**src/rtl/lsu_pkg.sv**
```systemverilog
// Shared encodings for the load/store unit: RISC-V funct3 widths, RAM rw_len codes,
// exception codes and the access FSM states, plus small width-decode helpers.
package lsu_pkg;

    localparam logic [2:0] F3_B  = 3'b000;
    localparam logic [2:0] F3_H  = 3'b001;
    localparam logic [2:0] F3_W  = 3'b010;
    localparam logic [2:0] F3_BU = 3'b100;
    localparam logic [2:0] F3_HU = 3'b101;

    localparam logic [1:0] LEN_B = 2'b00;
    localparam logic [1:0] LEN_H = 2'b01;
    localparam logic [1:0] LEN_W = 2'b10;

    localparam logic [1:0] EXC_NONE    = 2'b00;
    localparam logic [1:0] EXC_MISAL   = 2'b01;
    localparam logic [1:0] EXC_ACCESS  = 2'b10;
    localparam logic [1:0] EXC_ILLEGAL = 2'b11;

    typedef enum logic [1:0] {
        ST_IDLE,
        ST_ACCESS,
        ST_RESP
    } state_e;

    // Unsigned variants only exist for loads; a store with funct3[2] set is illegal.
    function automatic logic f3_legal(input logic we, input logic [2:0] f3);
        case (f3)
            F3_B, F3_H, F3_W: f3_legal = 1'b1;
            F3_BU, F3_HU:     f3_legal = !we;
            default:          f3_legal = 1'b0;
        endcase
    endfunction

    function automatic logic [1:0] f3_len(input logic [2:0] f3);
        case (f3[1:0])
            2'b00:   f3_len = LEN_B;
            2'b01:   f3_len = LEN_H;
            default: f3_len = LEN_W;
        endcase
    endfunction

    function automatic logic [1:0] f3_size_m1(input logic [2:0] f3);
        case (f3_len(f3))
            LEN_B:   f3_size_m1 = 2'd0;
            LEN_H:   f3_size_m1 = 2'd1;
            default: f3_size_m1 = 2'd3;
        endcase
    endfunction

    function automatic logic f3_misaligned(input logic [2:0] f3, input logic [1:0] addr_lo);
        case (f3_len(f3))
            LEN_H:   f3_misaligned = addr_lo[0];
            LEN_W:   f3_misaligned = |addr_lo;
            default: f3_misaligned = 1'b0;
        endcase
    endfunction

endpackage

```
**src/rtl/lsu_load_ext.sv**
```systemverilog
// Load-data extension: turns LSB-aligned raw RAM data into the architectural
// register value according to the load's funct3 (sign or zero extension).
module lsu_load_ext
    import lsu_pkg::*;
(
    input  logic [2:0]  funct3_i,
    input  logic [31:0] raw_i,
    output logic [31:0] data_o
);

    always_comb begin
        data_o = raw_i;
        case (funct3_i)
            F3_B:    data_o = {{24{raw_i[7]}}, raw_i[7:0]};
            F3_BU:   data_o = {24'd0, raw_i[7:0]};
            F3_H:    data_o = {{16{raw_i[15]}}, raw_i[15:0]};
            F3_HU:   data_o = {16'd0, raw_i[15:0]};
            default: data_o = raw_i;
        endcase
    end

endmodule

```
**src/rtl/lsu_ram_port.sv**
```systemverilog
// Load/store unit between the core memory stage and the byte-addressed data RAM:
// one op in flight, fault precheck at accept, single-cycle RAM access, held response.
module lsu_ram_port
    import lsu_pkg::*;
#(
    parameter int RAM_WIDTH = 10
) (
    input  logic                 clk,
    input  logic                 rst,
    input  logic                 req_valid,
    output logic                 req_ready,
    input  logic                 req_we,
    input  logic [2:0]           req_funct3,
    input  logic [31:0]          req_addr,
    input  logic [31:0]          req_wdata,
    output logic                 rsp_valid,
    input  logic                 rsp_ready,
    output logic [31:0]          rsp_rdata,
    output logic [1:0]           rsp_exc,
    output logic [31:0]          rsp_exc_addr,
    output logic [2:0]           ram_rw_len,
    output logic [RAM_WIDTH:0]   ram_addr,
    output logic [31:0]          ram_write,
    input  logic [31:0]          ram_read,
    input  logic                 ram_exception
);

    localparam logic [32:0] RAM_LAST = 33'((64'd1 << RAM_WIDTH) - 64'd1);

    state_e      state_q, state_d;
    logic        we_q, we_d;
    logic [2:0]  funct3_q, funct3_d;
    logic [31:0] addr_q, addr_d;
    logic [31:0] wdata_q, wdata_d;
    logic [31:0] rdata_q, rdata_d;
    logic [1:0]  exc_q, exc_d;

    logic [1:0]  pre_exc;
    logic [32:0] last_byte;
    logic [31:0] ext_data;

    // Fault classification of the incoming request, highest priority first.
    always_comb begin
        last_byte = {1'b0, req_addr} + {31'd0, f3_size_m1(req_funct3)};
        if (!f3_legal(req_we, req_funct3)) begin
            pre_exc = EXC_ILLEGAL;
        end else if (f3_misaligned(req_funct3, req_addr[1:0])) begin
            pre_exc = EXC_MISAL;
        end else if ((|req_addr[31:RAM_WIDTH+1]) || (last_byte > RAM_LAST)) begin
            pre_exc = EXC_ACCESS;
        end else begin
            pre_exc = EXC_NONE;
        end
    end

    lsu_load_ext u_load_ext (
        .funct3_i (funct3_q),
        .raw_i    (ram_read),
        .data_o   (ext_data)
    );

    always_comb begin
        // NOTE: every output and _d signal gets a default first, so no path can infer a latch.
        state_d    = state_q;
        we_d       = we_q;
        funct3_d   = funct3_q;
        addr_d     = addr_q;
        wdata_d    = wdata_q;
        rdata_d    = rdata_q;
        exc_d      = exc_q;
        req_ready  = 1'b0;
        rsp_valid  = 1'b0;
        ram_rw_len = 3'b000;
        ram_addr   = '0;
        ram_write  = '0;

        case (state_q)
            ST_IDLE: begin
                req_ready = 1'b1;
                if (req_valid) begin
                    we_d     = req_we;
                    funct3_d = req_funct3;
                    addr_d   = req_addr;
                    wdata_d  = req_wdata;
                    rdata_d  = '0;
                    exc_d    = pre_exc;
                    state_d  = (pre_exc == EXC_NONE) ? ST_ACCESS : ST_RESP;
                end
            end
            ST_ACCESS: begin
                // Only prechecked-legal ops reach here, so the write strobe is safe to raise.
                ram_addr   = addr_q[RAM_WIDTH:0];
                ram_rw_len = {we_q, f3_len(funct3_q)};
                ram_write  = wdata_q;
                if (ram_exception) begin
                    exc_d   = EXC_MISAL;
                    rdata_d = '0;
                end else if (!we_q) begin
                    rdata_d = ext_data;
                end
                state_d = ST_RESP;
            end
            ST_RESP: begin
                rsp_valid = 1'b1;
                if (rsp_ready) begin
                    state_d = ST_IDLE;
                end
            end
            default: begin
                state_d = ST_IDLE;
            end
        endcase
    end

    always_comb begin
        rsp_rdata    = '0;
        rsp_exc      = EXC_NONE;
        rsp_exc_addr = '0;
        if (state_q == ST_RESP) begin
            rsp_rdata = rdata_q;
            rsp_exc   = exc_q;
            if (exc_q != EXC_NONE) begin
                rsp_exc_addr = addr_q;
            end
        end
    end

    // NOTE: registers update with non-blocking <= so every flop samples pre-edge values.
    always_ff @(posedge clk or posedge rst) begin
        if (rst) begin
            state_q  <= ST_IDLE;
            we_q     <= 1'b0;
            funct3_q <= 3'b000;
            addr_q   <= '0;
            wdata_q  <= '0;
            rdata_q  <= '0;
            exc_q    <= EXC_NONE;
        end else begin
            state_q  <= state_d;
            we_q     <= we_d;
            funct3_q <= funct3_d;
            addr_q   <= addr_d;
            wdata_q  <= wdata_d;
            rdata_q  <= rdata_d;
            exc_q    <= exc_d;
        end
    end

endmodule

```
**config.mk**
```make
export PLATFORM = sky130hd
export DESIGN_NAME = lsu_ram_port
export DESIGN_NICKNAME = d
export VERILOG_FILES = /design/src/rtl/lsu_pkg.sv /design/src/rtl/lsu_load_ext.sv /design/src/rtl/lsu_ram_port.sv
export SDC_FILE = /design/constraint.sdc
export NUM_CORES = 1
export LEC_CHECK = 0
export ABC_AREA = 1
export CAP_MARGIN = 10
export CORE_ASPECT_RATIO = 0.6
export CORE_MARGIN = 4
export CORE_UTILIZATION = 44
export DETAILED_ROUTE_END_ITERATION = 8
export GPL_TIMING_DRIVEN = 0
export PLACE_DENSITY = 0.89
export SLEW_MARGIN = 20
export SYNTH_ARGS = -nofsm -noshare
export SYNTH_HDL_FRONTEND = slang
export SYNTH_SLANG_ARGS = --single-unit
```
**constraint.sdc**
```tcl
create_clock -name clk -period 4.5 [get_ports clk]
set_input_delay 0.9 -clock clk [delete_from_list [all_inputs] [get_ports clk]]
set_output_delay 0.9 -clock clk [all_outputs]
set_load 0.02 [all_outputs]
```
==> run summary <==
STA
------------------------------------------------------------------------------------
Final Hold Violating Endpoints                                                     0
Unrepaired setup endpoints after global routing                                   no
Maximum clock frequency                                                    274.3 MHz
Slew Limit Headroom                                                           0.4911
Count of final setup violators                                                     0
Transition time at the pin with the least slew margin                      0.7633 ns
Clk_skew                                                                 0.008304 ns
Period Utilization, post-route                                                0.8103
Post-route minimum period                                                   3.646 ns
Final number of max-transition violations                                          0

CELLS AND AREA
------------------------------------------------------------------------------------
Design Area, Final                                                      0.008249 mm2
Ratio of cells with drive above 1 in the final layout                        0.04348
Area growth from synthesis to layout                                          48.59%
Most common cell after layout, fill and taps aside                      sky130_fd_sc_hd__clkdlybuf4s50_1
Final-stage net count                                                           1116
Most frequent cells in the layout                                       218 x sky130_fd_sc_hd__clkdlybuf4s50_1, 176 x sky130_fd_sc_hd__nand2_1, 165 x sky130_fd_sc_hd__nor2_1, 121 x sky130_fd_sc_hd__inv_1, 104 x sky130_fd_sc_hd__dfrtp_1
Final instance count without filler cells                                       1177
Final core utilization                                                        0.6773
ANT cells                                                                          0

CRITICAL PATH
------------------------------------------------------------------------------------
Classification of the worst setup path                                    reg -> out
Max stage delay on crit path                                                 0.58 ns
CP Launch Type                                                             flip-flop
Cell count of the worst reg-to-reg path                                            5
Data required time at the worst endpoint                                     3.60 ns
Worst-case register-to-register setup slack                                  2.51 ns
Critical Path Fanout Max                                                          10
CP arrival                                                                   2.75 ns
Reg-to-reg endpoint                                                     rdata_q[19]$_DFFE_PP0P_
Cell breakdown of the critical path                                     inv_1, nor2_1, inv_1, clkbuf_1, clkbuf_1, nor2_1, clkdlybuf4s50_1
Crit Reg-Reg Startpoint                                                 funct3_q[0]$_DFFE_PP0P_
Standard cell with the maximum stage delay on the critical path         sky130_fd_sc_hd__clkdlybuf4s50_1
CP endpoint kind                                                        primary output

GLOBAL ROUTE
------------------------------------------------------------------------------------
GR Overflow Total                                                                  0
Number of global-route vias before repair                                       5714
Antenna violations before repair                                                   0
First-pass GRT wire length                                                  29.32 mm
Largest net degree at the start of global routing                                 69
Total track usage                                                             0.2542

HOLD PATH
------------------------------------------------------------------------------------
Cell depth of the worst min-delay path                                             2
Worst hold path type                                                      reg -> reg
Capture endpoint of the worst hold path                                 addr_q[19]$_DFFE_PP0P_
Min-Delay Startpoint                                                    addr_q[19]$_DFFE_PP0P_

SYNTHESIS
------------------------------------------------------------------------------------
Distinct cell type count of the synthesized netlist                               33
Post-synth design cell area                                             0.005552 mm2
Share of synthesized area occupied by flip-flops and latches                  0.4688
Average size of a mapped cell                                              7.136 um2
Gate count after technology mapping                                              778
Synth Warn #                                                                       0
Syn Nets                                                                         886
Yosys reg bits                                                                   104

CTS
------------------------------------------------------------------------------------
CTS HTree Levels                                                                   3
Clock buffer count from CTS                                                        9
Clock latency of the later-clocked register in the worst-skew pair           0.34 ns
Maximum clock path buffer count                                                    2
Number of buffers inserted for hold repair after clock tree synthesis              0
Number of clock sinks seen by CTS                                                104
Setup Buffers After CTS                                                            0
CTS tree                                                                        done
CTS root buf                                                            sky130_fd_sc_hd__clkbuf_16
Count of instances resized after the clock tree is built                           0
Clk slew on worst S/H paths                                                  0.07 ns

DIE
------------------------------------------------------------------------------------
Die height                                                                  95.01 um
Chip Width                                                                  153.0 um
Top-level I/O count                                                              219
Placeable core area                                                      0.01218 mm2
Effective utilization at floorplan                                            0.4558
Std cell rows                                                                     31
Overall die area                                                         0.01454 mm2

DRT
------------------------------------------------------------------------------------
Average routed wire per standard cell                                       15.66 um
Number of routed nets with antenna violations                                      0
Detailed-route via count                                                        5763
Length of the first detailed-routing pass in iterations                            5
Drt initial violations                                                           320
Avg Vias per Cell                                                              4.896
Post-detailed-routing wire length                                           18.44 mm
DRC violations left                                                                0

JOB
------------------------------------------------------------------------------------
Number of max-cap violations                                                       0

PLACED DESIGN
------------------------------------------------------------------------------------
Port Buffers                                                                     218
DP HPWL                                                                     14.73 mm
Number of placed cells counting well taps                                       1162
Placed Area                                                             0.007973 mm2
Weighted congestion at the end of routability-driven global placement         0.9503

POWER AND IR DROP
------------------------------------------------------------------------------------
Leakage power of the design                                                 3.690 nW
Power density over the cells                                            309.6 mW/mm2
Worst IR drop on VDD                                                       0.1720 mV

OUTCOME
------------------------------------------------------------------------------------
Status                                                                  finished clean

[cell usage after synthesis]
master / instances / area share
sky130_fd_sc_hd__nand2_1: 176 / 0.12
sky130_fd_sc_hd__nor2_1: 165 / 0.11
sky130_fd_sc_hd__inv_1: 122 / 0.082
sky130_fd_sc_hd__dfrtp_1: 104 / 0.47
sky130_fd_sc_hd__o21ai_0: 76 / 0.069
sky130_fd_sc_hd__clkbuf_1: 29 / 0.020
sky130_fd_sc_hd__o22ai_1: 24 / 0.027
sky130_fd_sc_hd__nor3_1: 17 / 0.015
sky130_fd_sc_hd__nand3_1: 11 / 0.0099
sky130_fd_sc_hd__nand4_1: 11 / 0.012
sky130_fd_sc_hd__nor2_2: 6 / 0.0068
sky130_fd_sc_hd__nor2_4: 4 / 0.0081
sky130_fd_sc_hd__nand2_2: 3 / 0.0034
sky130_fd_sc_hd__nand2_4: 3 / 0.0061
sky130_fd_sc_hd__a21oi_1: 2 / 0.0018
sky130_fd_sc_hd__buf_1: 2 / 0.0014
sky130_fd_sc_hd__buf_2: 2 / 0.0018
sky130_fd_sc_hd__buf_6: 2 / 0.0041
sky130_fd_sc_hd__clkinv_1: 2 / 0.0014
sky130_fd_sc_hd__ha_1: 2 / 0.0045
sky130_fd_sc_hd__or2_2: 2 / 0.0023
sky130_fd_sc_hd__xor2_1: 2 / 0.0032
sky130_fd_sc_hd__a21boi_1: 1 / 0.0014
sky130_fd_sc_hd__and2_1: 1 / 0.0011
sky130_fd_sc_hd__fa_1: 1 / 0.0036
sky130_fd_sc_hd__nand3_2: 1 / 0.0018
sky130_fd_sc_hd__nand4_2: 1 / 0.0023
sky130_fd_sc_hd__nor3_2: 1 / 0.0018
sky130_fd_sc_hd__nor3_4: 1 / 0.0029
sky130_fd_sc_hd__nor4_1: 1 / 0.0011
sky130_fd_sc_hd__o211ai_2: 1 / 0.0023
sky130_fd_sc_hd__o21ai_1: 1 / 0.00090
sky130_fd_sc_hd__o22a_1: 1 / 0.0016
[layout make-up]
cell class                      instances  area, um2
Inverter                              124      470.5
Sequential cell                       104       2603
Multi-Input combinational cell        515       2335
Clock inverter                          6      51.30
Tap cell                              165      206.4
Clock buffer                            9      225.2
Buffer                                 35      148.9
Fill cell                            1028       3930
Timing Repair Buffer                  219       2210
[per-layer routing]
| layer | vias to the layer above | part of all wire | global-route usage |
|---|---|---|---|
| met3 | 19 | 0.093 | 0.08059 |
| met1 | 2644 | 0.47 | 0.3574 |
| met2 | 249 | 0.43 | 0.3945 |
| li1 | 2851 | - | - |
| met4 | 0 | 0.0099 | 0.04374 |
| met5 | - | 0 | 0 |
[sequential cells by signal, summed over array words and instances (netlist names)]
name,flops
addr_q,32
we_q,1
wdata_q,32
rdata_q,32
state_q,2
funct3_q,3
exc_q,2
[cell families after synthesis]
kind of cell / after synthesis / share of synthesized area
and+or+nand+nor: 404 / 0.3058
buffers and inverters: 159 / 0.1107
adders and majority gates: 3 / 0.008113
AOI/OAI and AO/OA: 106 / 0.1034
DFF: 104 / 0.4688
xor gates and xnor gates: 2 / 0.003156
[critical path: cells and delay by family, from the launching register on]
family,cells,cell delay (ns)
DFF,1,0.41
and+or+nand+nor,2,0.13
buffers and inverters,5,1.86
[worst max path at each step]
| stage | depth (start not counted) | from | slack, ns | endpoint |
|---|---|---|---|---|
| global placement | 2 | rst | -0.66 | addr_q[1]$_DFFE_PP0P_ |
| floorplan | 1 | rst | 0.87 | addr_q[0]$_DFFE_PP0P_ |
| global route | 7 | state_q[0]$_DFFE_PP0P_ | 0.62 | ram_write[2] |
| detailed placement | 17 | req_funct3[1] | 1.06 | exc_q[1]$_DFFE_PP0P_ |
| finish | 7 | state_q[0]$_DFFE_PP0P_ | 0.85 | ram_addr[9] |
| CTS | 7 | state_q[0]$_DFFE_PP0P_ | 0.73 | ram_write[0] |
[where the power goes]
part / internal [mW] / switching [mW] / total [mW]
combinational: 0.278 / 0.418 / 0.696
clock: 0.381 / 0.362 / 0.744
sequential: 1.06 / 0.0517 / 1.11
total: 1.72 / 0.832 / 2.55
[through the flow]
step	total power, mW	setup slack (ns)	hold WS (ns)	TNS, ns
global route	2.692	0.6229	0.5160	0
global placement	1.801	-0.6584	0.4687	-68.14
CTS	2.566	0.7253	0.4894	0
floorplan	1.492	0.8678	0.4422	0
detailed placement	1.826	1.065	0.4726	0
finish	2.554	0.8538	0.4916	0
No activity file was read; power rests on OpenSTA's default activity.
